File: config.mk
export PLATFORM = sky130hd
export DESIGN_NAME = display_scan8
export DESIGN_NICKNAME = d
export VERILOG_FILES = /design/src/rtl/display_scan8.sv
export SDC_FILE = /design/constraint.sdc
export NUM_CORES = 1
export LEC_CHECK = 0
export CAP_MARGIN = 20
export CORE_UTILIZATION = 49
export CTS_CLUSTER_DIAMETER = 80
export DETAILED_ROUTE_END_ITERATION = 6
export HOLD_SLACK_MARGIN = 0.03
export MAX_ROUTING_LAYER = met4
export PLACE_DENSITY = 0.79
export SLEW_MARGIN = 0
export SYNTH_ARGS = -nofsm -noshare
export SYNTH_HDL_FRONTEND = slang
export SYNTH_SLANG_ARGS = --single-unit
File: constraint.sdc
create_clock -name clk -period 2.3 [get_ports clk]
set_input_delay 0.46 -clock clk [delete_from_list [all_inputs] [get_ports clk]]
set_output_delay 0.46 -clock clk [all_outputs]
set_load 0.005 [all_outputs]
File: src/rtl/display_scan8.sv
// Purpose : time-multiplexed 8-digit hex scanner for a common-anode 7-segment display.
// Latency : nibble/digitselect/frame_done are registered, one cycle after idx/shadow change.
// Backpressure: none; load is a strobe into a one-deep pending slot, committed at frame end.
//
// Ports:
//   clk          system clock, rising edge
//   reset_n      asynchronous active-low reset
//   value[31:0]  eight hex digits, digit i = value[4i+3:4i], digit 0 rightmost
//   load         single-cycle strobe capturing value into the pending slot
//   digit_en[7:0] per-digit enable, 0 keeps that digit dark
//   blank_lz     1 = suppress leading zeros (digit 0 is always shown)
//   nibble[3:0]  hex code of the selected digit, feeds the segment decoder
//   digitselect[7:0] active-low anode select, at most one bit low
//   frame_done   one-cycle pulse the cycle after each frame boundary
module display_scan8 #(
    parameter int DWELL = 100000
) (
    input  logic        clk,
    input  logic        reset_n,
    input  logic [31:0] value,
    input  logic        load,
    input  logic [7:0]  digit_en,
    input  logic        blank_lz,
    output logic [3:0]  nibble,
    output logic [7:0]  digitselect,
    output logic        frame_done
);

    localparam int CW = $clog2(DWELL);
    localparam logic [CW-1:0] CNT_LAST = CW'(DWELL - 1);

    logic [CW-1:0] cnt;
    logic [2:0]    idx;
    logic [31:0]   pending;
    logic          pend_valid;
    logic [31:0]   shadow;

    logic          dwell_end;
    logic          frame_end;
    logic [7:0]    lead_zero;

    assign dwell_end = (cnt == CNT_LAST);
    assign frame_end = dwell_end && (idx == 3'd7);

    // Digit i is a leading zero when every nibble from i up to 7 is zero.
    // Walk downward accumulating "all higher nibbles zero"; digit 0 is exempt.
    always_comb begin
        logic hi_zero;
        lead_zero = 8'h00;
        hi_zero   = 1'b1;
        for (int i = 7; i >= 1; i--) begin
            hi_zero      = hi_zero && (shadow[i*4 +: 4] == 4'h0);
            lead_zero[i] = blank_lz && hi_zero;
        end
    end

    // Prescaler and digit index.
    always_ff @(posedge clk or negedge reset_n) begin
        if (!reset_n) begin
            cnt <= '0;
            idx <= 3'd0;
        end else begin
            if (dwell_end) begin
                cnt <= '0;
                idx <= idx + 3'd1;
            end else begin
                cnt <= cnt + CW'(1);
            end
        end
    end

    // Pending slot and display shadow. At a frame boundary the old pending
    // value commits first; a coincident load then refills the slot, so it is
    // shown one frame later rather than being lost or skipping ahead.
    always_ff @(posedge clk or negedge reset_n) begin
        if (!reset_n) begin
            pending    <= 32'h0;
            pend_valid <= 1'b0;
            shadow     <= 32'h0;
        end else begin
            if (frame_end && pend_valid) begin
                shadow <= pending;
            end
            if (load) begin
                pending    <= value;
                pend_valid <= 1'b1;
            end else if (frame_end) begin
                pend_valid <= 1'b0;
            end
        end
    end

    // Output registers; nibble keeps tracking shadow even when the digit is dark.
    always_ff @(posedge clk or negedge reset_n) begin
        if (!reset_n) begin
            nibble      <= 4'h0;
            digitselect <= 8'hFF;
            frame_done  <= 1'b0;
        end else begin
            nibble     <= shadow[{idx, 2'b00} +: 4];
            frame_done <= frame_end;
            if (digit_en[idx] && !lead_zero[idx]) begin
                digitselect <= ~(8'h01 << idx);
            end else begin
                digitselect <= 8'hFF;
            end
        end
    end

endmodule

==> results.md <==
- Max_slew headroom: approximately two thirds
- Die footprint: about 0.009 mm²
- Commonest cells after routing, fill and taps aside: 90 x dfrtp_1, 55 x clkdlybuf4s50_1, 32 x mux2_2, 32 x mux2_1, 22 x nand2_1
- Reg2reg end: shadow[5]
- Pre-CTS WS: 112 ps
- Gpl congestion: between 0.8 and 0.9
- Largest family of logic cells by synthesized area: multiplexers
- DP Area: 0.00495 mm²
- #FFs+latches synth: slightly below 100
- TNS Setup: 0 ps
- Via count: about 2.6k
- HPWL Detailed: ~5600 µm
- RSZ-0062 raised after global routing: false
- Antenna violations before repair: 0
- Pin count of the biggest net entering global routing: between 40 and 50
- CP Data Arrival Time: 2440 ps
- Setup Viol. Count Final: 0
- Vias in the first global route: 2,658
- Power Total: just over 3 mW
- HP Class: input pin to asynchronous set/reset pin
- H-tree depth: 3
- Tmin final: around 2200 ps
- GRT Residual Overflow: 0
- Cell Rows: 33
- Die width: around 95 µm
- Post-CTS Setup Repair Bufs: 0
- P_sw: 707 µW
- Worst path required time: between 2000 and 3000 ps
- Worst-margin pin slew: around 510 ps
- Sw frac: between 20 and 25%
- Multi-input logic area: around 0.0017 mm²
- First-pass GRT wire length: 13,000 µm
- Cts hold-fix bufs: 0
- Inst Count DP: between 400 and 500
- RR Startpoint: cnt[12]
- Slew Limit Fails: 0
- R2r worst-path depth: 5
- CTS tree: done
- Routed Antenna Nets: 0
- M1 wire length: 3430 µm
- Clk Latency, worst-skew pair: 370 ps
- Core area: approximately 0.0083 mm²
- Initial Utilization: between 50 and 60%
- Initial DRT Pass Iterations: 4
- Leakage power: roughly 2.3 nW
- Combinational power share: 6.4%
- Synth Area in XOR/XNOR: around 2.7%
- Fmax: about 460 MHz
- # DRC: 0
- Nets: between 400 and 500
- Routed wl met3: approximately 350 µm
- TritonCTS buffer count: 9
- Routed WL: around 7700 µm
- Fin cells: approximately 470
- Fillers: ~660
- Fin. Hold Viols: 0
- Simple-gate share of the synthesized area: 8.33%
- Commonest non-fill, non-tap cell in the layout: dfrtp_1
- Max clock buf depth: 2
- Final Instance Area: 0.00514 mm²
- IR drop worst, VDD: ~0.00047 V
- Crit path kind: flop to flop
- Setup Skew: about 8.6 ps
- Mapped Cells: ~300
- Reg2Reg Setup Slack: between 100 and 150 ps
- Post-Synth Adder-Cell Area: 2.07%
- Post-synthesis mux area share: between 20 and 25%
- Max-cap violation count: 0
- CP Launch Type: flop
- Post-Syn Area: ~0.0042 mm²
- Synthesis-to-finish area growth: 21.8%
- GRT Resource Usage Total: 20.1%
- Post-synthesis compound-gate area fraction: 3.29%
- Avg Cell Area, Syn: approximately 14 µm²
- I/O pins: 57
- Critical path peak fanout: 32
- Setup crit end kind: flop
- Top layer in use: met4
- Clock power frac: between 30 and 40%
- DRT iter0 DRCs: 134
- Sequential element share of the synthesized area: 58.3%
- Worst setup margin: between 100 and 150 ps
- Share of cells above drive strength 1: around 22%
- Register area: approximately 0.0025 mm²
- Status: completed
- Syn Nets: around 350
- Port Buffers: between 50 and 60
- Vias/cell: 5.52
- ANT cells: 0
- Clock tree sinks: about 100
- Met2 wire len: around 3700 µm
- Power density over cell area: 592 mW/mm²
- Die Y: between 90 and 100 µm
- Drt wl/cell: 16.2 µm
- Netlist cell types: 37
- Clk slew on worst S/H paths: roughly 90 ps
- Reg power frac: 59.5%
- Total number of yosys warnings: 0
- Period utilization: a little over nine tenths
- Internal power: between 2 and 2.5 mW
- Root buf cell: clkbuf_8
metrics by stage:
step / hold WS (ps) / utilization (%)
2_1_floorplan: 164 / -
3_3_place_gp: 455 / 60.0
3_5_place_dp: 465 / 60.0
4_1_cts: 63.6 / 62.3
5_1_grt: 93.0 / 62.3
6_report: 49.6 / 62.3
cell families after synthesis:
family                     Yosys count
xor gates and xnor gates            13
buffers and inverters               20
adders and majority gates            7
and+or+nand+nor                     64
AOI/OAI and AO/OA                   20
muxes                               76
DFF                                 98
critical path: stages, from the launching register on:
cell and delay, ps:
dfrtp_1 410, or4b_4 550, nor4_4 280, and3_1 250, buf_12 210, mux2_1 350
area by class of cell:
cell class              count  area share, %
multi-input cells         180           32.3
flip-flops and latches     98           47.9
well taps                 105           2.55
clock buffers              10           2.68
repair buffers             66           13.0
clock inverters             6          0.997
inverters                   8          0.584
cell usage after synthesis:
| cell type | n | area share, % |
|---|---|---|
| dfrtp_1 | 90 | 53 |
| xor2_1 | 3 | 0.62 |
| or4_1 | 1 | 0.18 |
| nand3_1 | 8 | 0.95 |
| mux4_2 | 10 | 5.3 |
| a31oi_1 | 1 | 0.15 |
| o21ai_0 | 5 | 0.59 |
| nand2_1 | 22 | 2.0 |
| or4b_4 | 2 | 0.65 |
| nor4_4 | 1 | 0.50 |
| o311ai_0 | 5 | 1.0 |
| mux2_1 | 32 | 8.5 |
| or4b_2 | 1 | 0.24 |
| mux2i_1 | 2 | 0.47 |
| o211ai_1 | 3 | 0.53 |
| o41ai_1 | 1 | 0.21 |
| a32o_1 | 1 | 0.24 |
| a21o_1 | 1 | 0.18 |
| dfstp_2 | 8 | 5.0 |
| nand4_1 | 3 | 0.44 |
| nor3_1 | 3 | 0.36 |
| nand4b_1 | 1 | 0.21 |
| nor2b_1 | 1 | 0.15 |
| ha_1 | 7 | 2.1 |
| and3_1 | 1 | 0.15 |
| clkbuf_1 | 7 | 0.62 |
| or3_1 | 3 | 0.44 |
| buf_4 | 1 | 0.18 |
| mux2_2 | 32 | 8.5 |
| nor4_1 | 6 | 0.89 |
| xnor2_1 | 10 | 2.1 |
| nor2_1 | 9 | 0.80 |
| buf_6 | 3 | 0.80 |
| buf_2 | 1 | 0.12 |
| and4_1 | 2 | 0.41 |
| a21oi_1 | 3 | 0.36 |
| inv_1 | 8 | 0.71 |
power by group through the flow:
stage          clock [mW]  combinational (mW)  sequential, mW
6_report             1.04               0.196            1.81
5_1_grt              1.12               0.216            1.82
4_1_cts              1.07               0.201            1.81
3_5_place_dp            0               0.201            1.85
3_3_place_gp            0               0.194            1.84
2_1_floorplan           0              0.0747            1.83
timing repair:
action | 4_1_cts | 5_1_grt
endpoints found under the setup margin | 0 | 18
resized for setup | 0 | 1
hold endpoints to repair | 0 | 0
sequential cells by signal (all words and copies together) (netlist names):
register and flops:
pend_valid 1, shadow 32, nibble 4, pending 32, idx 3, digitselect 8, frame_done 1, cnt 17
worst max path at each step:
stage / endpoint / cells past startpoint / from
2_1_floorplan: shadow[10] / 6 / cnt[12]
5_1_grt: shadow[26] / 5 / cnt[13]
3_3_place_gp: shadow[1] / 5 / cnt[12]
6_report: shadow[5] / 5 / cnt[12]
4_1_cts: shadow[30] / 5 / cnt[13]
3_5_place_dp: shadow[5] / 5 / cnt[12]
layer usage:
metal / vias up / GRT usage [%]
li1: 1208 / -
met1: 1320 / 26.4
met2: 70 / 30.2
met3: 14 / 4.27
met4: 0 / 8.59
met5: - / -
Note: power is estimated with default switching activity, not from simulation.
